===== config.mk =====
export PLATFORM = sky130hd
export DESIGN_NAME = edac_scrubber
export DESIGN_NICKNAME = d
export VERILOG_FILES = /design/src/rtl/edac_scrubber.sv
export SDC_FILE = /design/constraint.sdc
export NUM_CORES = 1
export LEC_CHECK = 0
export ABC_AREA = 1
export BUFFER_PORTS_ARGS = -buffer_cell sky130_fd_sc_hd__buf_2
export CORE_ASPECT_RATIO = 0.6
export CORE_UTILIZATION = 50
export DETAILED_ROUTE_END_ITERATION = 6
export GPL_TIMING_DRIVEN = 1
export PLACE_DENSITY = 0.8
export SYNTH_ARGS = -nofsm -noshare
export SYNTH_HDL_FRONTEND = slang
export SYNTH_SLANG_ARGS = --single-unit
export TNS_END_PERCENT = 100

===== constraint.sdc =====
create_clock -name clk -period 3.14 [get_ports clk]
set_clock_uncertainty 0.1 [all_clocks]
set_input_delay 0.157 -clock clk [delete_from_list [all_inputs] [get_ports clk]]
set_output_delay 0.157 -clock clk [all_outputs]
set_load 0.02 [all_outputs]

===== src/rtl/edac_scrubber.sv =====
// Background EDAC memory scrubber.
// Walks every RAM address, reads it through the Hamming decoder, writes corrected
// codewords back on single-bit errors and counts corrected/uncorrectable events.
// User traffic always wins: scrub strobes are withheld whenever the user port is active.
module edac_scrubber #(
    parameter int unsigned DAT_WIDTH    = 16,
    parameter int unsigned PAR_WIDTH    = 5,
    parameter int unsigned RAM_LOGDEPTH = 8,
    parameter int unsigned RD_LAT       = 2,
    parameter int unsigned PERIOD       = 1024,
    parameter int unsigned CNT_WIDTH    = 16
) (
    input  logic                           clk,
    input  logic                           nGrst,
    input  logic                           scrub_en,
    input  logic                           user_rEn,
    input  logic                           user_wEn,
    input  logic [RAM_LOGDEPTH-1:0]        user_wA,
    input  logic                           errFlag,
    input  logic                           correctable,
    input  logic [PAR_WIDTH+DAT_WIDTH-1:0] re_code,
    output logic                           scrub_rEn,
    output logic [RAM_LOGDEPTH-1:0]        scrub_rA,
    output logic                           scrub_wEn,
    output logic [RAM_LOGDEPTH-1:0]        scrub_wA,
    output logic [PAR_WIDTH+DAT_WIDTH-1:0] scrub_wD,
    output logic                           scrub_busy,
    output logic [CNT_WIDTH-1:0]           corr_cnt,
    output logic [CNT_WIDTH-1:0]           uncorr_cnt,
    output logic                           uncorr_flag,
    output logic [RAM_LOGDEPTH-1:0]        uncorr_addr,
    output logic                           sweep_done
);

    localparam int unsigned CW    = PAR_WIDTH + DAT_WIDTH;
    localparam int unsigned TMR_W = (PERIOD > 1) ? $clog2(PERIOD) : 1;
    localparam int unsigned LAT_W = (RD_LAT > 1) ? $clog2(RD_LAT) : 1;

    localparam logic [TMR_W-1:0]        TMR_RELOAD = TMR_W'(PERIOD - 1);
    localparam logic [LAT_W-1:0]        LAT_RELOAD = LAT_W'(RD_LAT - 1);
    localparam logic [RAM_LOGDEPTH-1:0] ADDR_MAX   = '1;

    typedef enum logic [2:0] {
        StIdle,
        StWaitTmr,
        StRead,
        StWaitDec,
        StWrite
    } state_e;

    state_e                  state_q, state_d;
    logic [RAM_LOGDEPTH-1:0] addr_q, addr_d;
    logic [TMR_W-1:0]        tmr_q, tmr_d;
    logic [LAT_W-1:0]        lat_q, lat_d;
    logic                    stale_q, stale_d;
    logic [CNT_WIDTH-1:0]    corr_q, corr_d;
    logic [CNT_WIDTH-1:0]    uncorr_q, uncorr_d;
    logic                    flag_q, flag_d;
    logic [RAM_LOGDEPTH-1:0] uaddr_q, uaddr_d;
    logic [CW-1:0]           wd_q, wd_d;

    logic user_busy;
    logic wa_hit;
    logic stale_now;
    logic advance;

    assign user_busy = user_rEn | user_wEn;
    // A user write to the address being scrubbed makes any decoded copy obsolete.
    assign wa_hit    = user_wEn & (user_wA == addr_q);

    // State register.
    always_ff @(posedge clk or negedge nGrst) begin
        if (!nGrst) begin
            state_q <= StIdle;
        end else begin
            state_q <= state_d;
        end
    end

    // Datapath registers: address, timers, stale bit, counters and captures.
    always_ff @(posedge clk or negedge nGrst) begin
        if (!nGrst) begin
            addr_q   <= '0;
            tmr_q    <= '0;
            lat_q    <= '0;
            stale_q  <= 1'b0;
            corr_q   <= '0;
            uncorr_q <= '0;
            flag_q   <= 1'b0;
            uaddr_q  <= '0;
            wd_q     <= '0;
        end else begin
            addr_q   <= addr_d;
            tmr_q    <= tmr_d;
            lat_q    <= lat_d;
            stale_q  <= stale_d;
            corr_q   <= corr_d;
            uncorr_q <= uncorr_d;
            flag_q   <= flag_d;
            uaddr_q  <= uaddr_d;
            wd_q     <= wd_d;
        end
    end

    // Next-state and datapath update.
    always_comb begin
        state_d   = state_q;
        addr_d    = addr_q;
        tmr_d     = tmr_q;
        lat_d     = lat_q;
        stale_d   = stale_q;
        corr_d    = corr_q;
        uncorr_d  = uncorr_q;
        flag_d    = flag_q;
        uaddr_d   = uaddr_q;
        wd_d      = wd_q;
        stale_now = stale_q;
        advance   = 1'b0;

        unique case (state_q)
            StIdle: begin
                if (scrub_en) begin
                    tmr_d   = TMR_RELOAD;
                    state_d = StWaitTmr;
                end
            end
            StWaitTmr: begin
                if (!scrub_en) begin
                    state_d = StIdle;
                end else if (tmr_q == '0) begin
                    state_d = StRead;
                end else begin
                    tmr_d = tmr_q - 1'b1;
                end
            end
            StRead: begin
                if (!scrub_en) begin
                    state_d = StIdle;
                end else if (!user_busy) begin
                    lat_d   = LAT_RELOAD;
                    stale_d = 1'b0;
                    state_d = StWaitDec;
                end
            end
            StWaitDec: begin
                // scrub_en is deliberately ignored until the read has been evaluated.
                stale_now = stale_q | wa_hit;
                stale_d   = stale_now;
                if (lat_q != '0) begin
                    lat_d = lat_q - 1'b1;
                end else if (errFlag && correctable) begin
                    if (corr_q != '1) begin
                        corr_d = corr_q + 1'b1;
                    end
                    wd_d = re_code;
                    if (stale_now) begin
                        advance = 1'b1;
                    end else begin
                        state_d = StWrite;
                    end
                end else begin
                    if (errFlag) begin
                        if (uncorr_q != '1) begin
                            uncorr_d = uncorr_q + 1'b1;
                        end
                        if (!flag_q) begin
                            flag_d  = 1'b1;
                            uaddr_d = addr_q;
                        end
                    end
                    advance = 1'b1;
                end
            end
            StWrite: begin
                // Abandon on a colliding user write, otherwise wait for a free port.
                if (wa_hit || !user_busy) begin
                    advance = 1'b1;
                end
            end
            default: begin
                state_d = StIdle;
            end
        endcase

        if (advance) begin
            addr_d  = addr_q + 1'b1;
            tmr_d   = TMR_RELOAD;
            state_d = scrub_en ? StWaitTmr : StIdle;
        end
    end

    // Strobes, busy and sweep pulse.
    always_comb begin
        scrub_rEn  = 1'b0;
        scrub_wEn  = 1'b0;
        scrub_busy = 1'b0;
        unique case (state_q)
            StRead: begin
                scrub_rEn = scrub_en & ~user_busy;
            end
            StWaitDec: begin
                scrub_busy = 1'b1;
            end
            StWrite: begin
                scrub_busy = 1'b1;
                scrub_wEn  = ~user_busy;
            end
            default: begin
                scrub_rEn = 1'b0;
            end
        endcase
        sweep_done = advance & (addr_q == ADDR_MAX);
    end

    assign scrub_rA    = addr_q;
    assign scrub_wA    = addr_q;
    assign scrub_wD    = wd_q;
    assign corr_cnt    = corr_q;
    assign uncorr_cnt  = uncorr_q;
    assign uncorr_flag = flag_q;
    assign uncorr_addr = uaddr_q;

endmodule


* Word-level counts from Yosys, hierarchy flattened *
Index checks and enable logic that the tools add are counted.

storage, ports and cells
  logic and storage cells = 90
  input bits = 36
  register bits after elaboration = 85
  output and inout bits = 82

cells by class
  add/subtract/negate cells = 5
  reductions and logical operators = 16
  mux-type cells = 31
  bitwise gates (word level) = 9
  equality and inequality tests = 19

operators by type and width
  cell                     number
  $mux W10                 4
  $add A16 B1 Y16 const B  2
  $ne A16 B16 Y1 const B   2
  $mux W3                  9
  $pmux W10 S2             1
  $ne A3 B3 Y1 const B     6
  $pmux W3 S5              1
  $mux W1                  13
  $reduce_and A4 Y1        3
  $logic_not A10 Y1        1
  $reduce_and A5 Y1        2
  $sub A10 B1 Y10 const B  1
  $add A8 B1 Y8 const B    1
  $eq A8 B8 Y1             1
  $eq A8 B8 Y1 const B     1
  $ne A4 B4 Y1 const B     2
  $reduce_and A7 Y1        1
  $eq A3 B2 Y1 const B     2
  $ne A2 B2 Y1 const B     3
  $pmux W1 S2              3
  $reduce_and A3 Y1        2
  $not A1 Y1               4
  $and A1 B1 Y1            3
  $eq A3 B1 Y1 const B     1
  other kinds (10)         11

* Depth between registers and ports, before layout *
Gate-level depths: netlist of run 1.

  word-level depth = 9
  gate-level depth with buffers = 14
  depth with buffers taken out = 14

* Worst setup path before layout of run 1 *
Ideal clock, no wire load.

  path type = register to output
  start = register addr_q[2], in the netlist scrub_rA[2]
  end = output sweep_done
  stages on the path, launching flop included = 11
  buffers on the path = 0
  required time = 2883 ps
  setup slack = 1102 ps
  arrival time = 1781 ps
  path through = dfrtp_1 > inv_1 > nand2_1 > nand2_1 > nor3_1 > nand3_1 > nand3_1 > nand2_1 > nand2_2 > nand2_1 > nor3_1

between the ends
  word-level cells in the longest chain between the ends = 8
  elaborated cells between the ends (all ways) = 11
  classes of those cells = eq/ne (2); mux (5); bitwise (3); reduce/logical (1)

ends and longest elaborated chain
  item                    RTL line  RTL
  start, declared         52        logic [RAM_LOGDEPTH-1:0] addr_q, addr_d;
  start signal, assigned  93        addr_q <= addr_d;
  $eq A8 B8 Y1            69        assign wa_hit = user_wEn & (user_wA == addr_q);
  $and A1 B1 Y1           69
  $or A1 B1 Y1            147       stale_now = stale_q | wa_hit;
  $mux W1                 156       if (stale_now) begin
  $mux W1                 151       end else if (errFlag && correctable) begin
  $mux W1                 149       if (lat_q != '0) begin
  $pmux W1 S2             120       unique case (state_q)
  $and A1 B1 Y1 (*)       212       sweep_done = advance & (addr_q == ADDR_MAX);
  end, declared           32        output logic sweep_done

Mark *: on every way between the ends. The rest lies on a longest branch, timed or not.

* Final worst setup path of run 1 *
Same ends and word-level chain as after synthesis.

==> results of run 1 <==
## metal layers
layer | wire (um) | vias up | GRT usage
li1 | - | 1919 | -
met1 | 5160 | 1852 | 0.367
met2 | 4680 | 182 | 0.368
met3 | 854 | 37 | 0.0813
met4 | 235 | 0 | 0.0933
met5 | 0 | - | 0
## cell type report
| cell class | count | area, um2 |
|---|---|---|
| clock buffers | 11 | 253 |
| repair buffers | 140 | 816 |
| clock inverters | 5 | 56.3 |
| well taps | 108 | 135 |
| flip-flops and latches | 85 | 2130 |
| fillers | 654 | 2670 |
| inverters | 60 | 228 |
| multi-input cells | 363 | 1850 |
## Yosys cell counts (all sizes together) (2+ instances only)
cell type / number
dfrtp: 85
nand2: 177
nand4: 9
inv: 59
buf: 12
nand3b: 2
nor2: 40
xor2: 19
nor3: 16
ha: 4
xnor2: 15
clkbuf: 5
a21oi: 7
o211ai: 4
o21ai: 33
nand3: 30
## through the flow
stage / std cells / total power [W]
final: 772 / 0.00431
after CTS: 772 / 0.00432
after detailed placement: 734 / 0.00320
after global routing: 772 / 0.00459
after floorplan: 525 / 0.00270
after global placement: 734 / 0.00316
## logic make-up after synthesis
| logic type | count (synthesis) |
|---|---|
| simple gates | 277 |
| flops | 85 |
| buf+inv | 77 |
| compound gates | 47 |
| xor+xnor | 34 |
| fa+ha+maj | 4 |
| mux | 1 |
## worst paths after layout
| path | startpoint | endpoint | slack (ps) | cells after the start |
|---|---|---|---|---|
| max in group asynchronous | nGrst | scrub_rA[1] | 1830 | 2 |
| worst max-delay path | scrub_rA[2] | sweep_done | 590 | 11 |
| worst max register to register | tmr_q[0] | tmr_q[3] | 980 | 11 |
| worst min register to register | scrub_wD[15] | scrub_wD[15] | 370 | 2 |
| min in group asynchronous | nGrst | uncorr_addr[3] | 440 | 2 |
| worst min-delay path | scrub_en | state_q[1] | 90 | 3 |
## timing repair
item,4_1_cts,5_1_grt
hold endpoints to repair,106,0
hold buffers,22,0
setup buffers,0,0
## critical path, delay by kind of cell (launching register included)
family	cells	cell delay, ps
DFF	1	460
and+or+nand+nor	9	1170
buffers and inverters	2	310
## power by group through the flow
| stage | logic (W) | clock network, W | registers, W |
|---|---|---|---|
| global placement | 0.00151 | 0 | 0.00165 |
| CTS | 0.00156 | 0.00110 | 0.00165 |
| floorplan | 0.000775 | 0 | 0.00193 |
| global route | 0.00173 | 0.00115 | 0.00170 |
| detailed placement | 0.00154 | 0 | 0.00166 |
| finish | 0.00157 | 0.00108 | 0.00166 |
## sequential cells by signal, indices dropped and copies added, names as in the netlist
register     cells
corr_cnt        16
lat_q            1
scrub_rA         8
scrub_wD        21
stale_q          1
state_q          3
tmr_q           10
uncorr_addr      8
uncorr_cnt      16
uncorr_flag      1
==> results.yml, run 1 <==
place:
  dpl_cell_area_um2: 4940
  io_buffers: 117
  dpl_worst_slack_ps: 1000
  gp_congestion: 0.961
  dpl.hpwl_mm: 7.76
worst_setup_path:
  arrival_ps: 2290
  crit_type: "reg2out"
  cp_cell_sequence: "inv_1, nand2_1, nand2_1, nor3_1, nand3_1, nand3_1, nand2_1, nand2_2, nand2_1, nor3_1, buf_2"
  crit_fanout: 15
  crit_top_cell: "nand2_1"
  crit_required_ps: 2880
  end_kind: "output port"
  max_stage_delay_ps: 460
  start_kind: "flop"
  cpMaxStageDelayCell: "dfrtp_1"
floorplanning:
  die_area_um2: 9030
  die_w_um: 122
  core_area_um2: 8130
  std_cell_rows: 25
  start_util: 0.531
  die_h_um: 74.0
  io_pins: 118
power_and_ir_drop:
  p_leak_nw: 2.96
  p_sw_w: 0.00175
  p_int_w: 0.00256
  clockPowerShare: 0.251
  combPwrFrac: 0.365
  p_seq_frac: 0.385
  swShare: 0.406
  power.density_nw_per_um2: 789
  ir_drop_mv: 0.332
cells_and_area:
  layout_common_cells: "nand2_1, buf_2, dfrtp_1, inv_1, nor2_1"
  final_cell_area_um2: 5470
  fin_nets: 699
  mostFrequentLayoutCell: "nand2_1"
  num_antenna_cells: 0
  drive_gt1_frac: 0.232
  syn_to_final_growth_pct: 26.5
  final_core_util: 0.672
global_routing:
  grt_pass1_wl_mm: 17.7
  grt_pass1_vias: 3717
  grt_max_degree: 86
  grtUsageTotal: 0.257
  overflow: 0
  antenna_found_initial: 0
sta:
  final.setup.tns_ps: 0
  layout_setup_ws_ps: 592
  maxSlewHeadroom: 0.316
  slew_violations: 0
  fin_crit_ps: 2550
  tightest_slew_ps: 1030
  period_share: 0.811
  rsz0062_at_grt: "false"
  fmax_mhz: 393
  holdWs_ps: 86.1
  final-setup-viol-count: 0
  hold_viol_final: 0
cts:
  htree_levels: 3
  clock_latency_ps: 330
  post_cts_resize_count: 0
  cts_tree: "built"
  cts_root_buf: "clkbuf_16"
  clkTransAtPathRegs_ps: 60
  cts_sinks: 85
  cts_buffers: 9
  max-clock-path-buffers: 2
yosys:
  synth_xor_area_frac: 0.0689
  synth-compound-area-share: 0.0588
  ys_ff_latch: 85
  synth_top_family_by_area: "simple AND/OR/NAND/NOR gates"
  synth_edf_count: 0
  ys_types: 38
  synth_mux_area_frac: 0.00232
  ys_warn_count: 0
  synthCells: 525
  synth_nets: 565
  synth_area_um2: 4320
  yosysSeqAreaShare: 0.492
  synthArstFlopShare: 1.00
  synth_fa_ha_area_frac: 0.0116
  synth_area_per_cell_um2: 8.23
  yosys.area.top_type_share: 0.492
  synthFlopType: "dfrtp_1"
  synth_area_leaders: "dfrtp_1, nand2_1, inv_1"
  yosysTopAreaCell: "dfrtp_1"
  yosys.area_share.simple: 0.287
drt:
  postRouteAntennaNets: 0
  post_drt_via_cell_ratio: 5.17
  drc_errors: 0
  wl_mm: 10.9
  route.vias.total: 3990
  wire_per_inst_um: 14.2
  drt-initial-drc-count: 479
  firstDrtPassIters: 7
run_status:
  outcome: "finished clean"
min_path:
  min-delay-path-class: "in2reg"
job:
  drv_cap: 0
Power figures use the tool's default switching activity.
==> inputs of run 2 (changes only) <==
CORE_UTILIZATION = 48   (was 50)
clock period = 2.3 ns   (was 3.14 ns; I/O delays follow)
==> run 2 against run 1 <==
Net effect: non-clock buffer count rose by 6; register-to-register slack got worse by 780 ps; critical path type unchanged; worst hold slack got worse by 62 ps; final cell count rose by 1.4%; critical path depth did not move; combinational power rose by 39%; sequential share of layout area fell by 0.81 points; highest routed layer unchanged; sequential power rose by 37%; global-route usage fell by 2.6 points; first-iteration DRC count fell by 29%; clock power rose by 46%.
==> results.yml, run 2 (synthesized netlist as in run 1, its figures left out) <==
drt:
  route.vias.total: 3954
  wire_per_inst_um: 13.5
  firstDrtPassIters: 6
  post_drt_via_cell_ratio: 5.05
  postRouteAntennaNets: 0
  drt-initial-drc-count: 339
  drc_errors: 0
  wl_mm: 10.6
power_and_ir_drop:
  total_power_w: 0.00604
  power.density_nw_per_um2: 1080
  ir_drop_mv: 0.506
  p_leak_nw: 2.99
worst_setup_path:
  worstReg2RegStart: "scrub_rA[3]"
  cpMaxStageDelayCell: "dfrtp_1"
  path_buf_inv: 2
  cp_num_cells: 11
  max_stage_delay_ps: 420
  regToRegSetupSlack_ps: 200
  end_kind: "output port"
  crit_fanout: 6
  start_kind: "flop"
  r2r.worst_path.cells: 13
  crit_family: "simple AND/OR/NAND/NOR gates"
  cp_cell_sequence: "inv_2, a21oi_1, nand2_1, nor2_1, nand3_2, nand3_2, nand2_2, nand2_4, nand2_2, nor3_2, buf_4"
  critPathCapture: "sweep_done"
  crit_required_ps: 2090
  critPathLaunch: "scrub_rA[7]"
  arrival_ps: 1960
  reg2reg_to: "tmr_q[3]"
  crit_type: "reg2out"
global_routing:
  grt_max_degree: 61
  grtUsageTotal: 0.231
  grt_pass1_vias: 3557
  grt_pass1_wl_mm: 16.8
  antenna_found_initial: 0
  overflow: 0
sta:
  holdWs_ps: 24.6
  final-setup-viol-count: 0
  fin_crit_ps: 2170
  period_share: 0.945
  tightest_slew_ps: 629
  slew_violations: 0
  maxSlewHeadroom: 0.580
  hold_viol_final: 0
  final.setup.tns_ps: 0
  fmax_mhz: 460
cts:
  cts_root_buf: "clkbuf_16"
  cts_buffers: 9
  cts_sinks: 85
  max-clock-path-buffers: 2
  clkTransAtPathRegs_ps: 60
  htree_levels: 3
  clock_latency_ps: 340
  cts_tree: "built"
cells_and_area:
  nFillCells: 691
  regArea_um2: 2130
  mostFrequentLayoutCell: "nand2_1"
  layout_common_cells: "nand2_1, buf_2, dfrtp_1, inv_1, nor2_1"
  multi_input_area_um2: 1890
  drive_gt1_frac: 0.258
  fin_nets: 705
  largest_reg_flops: 21
  syn_to_final_growth_pct: 29.5
floorplanning:
  die_area_um2: 9400
  core_area_um2: 8620
  start_util: 0.501
  std_cell_rows: 26
  die_w_um: 124
  io_pins: 118
  die_h_um: 75.5
place:
  io_buffers: 117
  gp_congestion: 0.900
  dpl.hpwl_mm: 7.49
min_path:
  min-delay-path-class: "in2reg"
run_status:
  outcome: "finished clean"
job:
  drv_cap: 0
run 2: worst min path at each step:
| stage | from | endpoint | slack, ps | cells past startpoint |
|---|---|---|---|---|
| after floorplan | nGrst | corr_cnt[0] | -280 | 0 |
| after global placement | nGrst | uncorr_cnt[14] | -50 | 1 |
| after detailed placement | nGrst | uncorr_flag | -50 | 1 |
| after CTS | scrub_en | state_q[1] | 20 | 3 |
| after global routing | scrub_en | state_q[1] | 40 | 3 |
| final | scrub_en | state_q[1] | 20 | 3 |
run 2: layout make-up:
class	count	share of cell area
diodes	1	0.000447
clock buffers	11	0.0434
clock inverters	5	0.0150
inverters	60	0.0407
multi-input cells	363	0.338
flip-flops and latches	85	0.381
well taps	112	0.0251
repair buffers	146	0.157
run 2: what timing repair did:
action                                  in CTS  in global routing
resized for setup                            8                  8
pin swaps                                    0                  2
endpoints found under the hold margin      106                  0
hold buffers                                22                  0
buffers inserted                             3                  1
endpoints found under the setup margin       1                  3
run 2: power by group:
group | total, W | switching [W] | internal, W
clock network | 0.00158 | 0.000596 | 0.000983
logic | 0.00218 | 0.00145 | 0.000733
registers | 0.00228 | 0.000373 | 0.00191
run 2: per-layer routing:
metal	routed length, um	track usage	vias to the layer above
met5	0	0	-
met2	4600	0.333	125
met1	5210	0.328	1883
met3	633	0.0716	15
li1	-	-	1931
met4	146	0.0897	0
run 2: worst min-delay path, stage by stage:
cell and delay [ps]:
buf_2 130, o21ai_0 80, o21ai_0 90
run 2: metrics by stage:
step                       util  instances  setup slack [ps]  area (um2)
after floorplan               -        525               304        4320
after detailed placement  0.576        740               196        4970
final                     0.649        783               127        5590
after CTS                 0.644        781             0.187        5550
after global routing      0.648        782             -14.9        5590
after global placement    0.576        740               248        4970
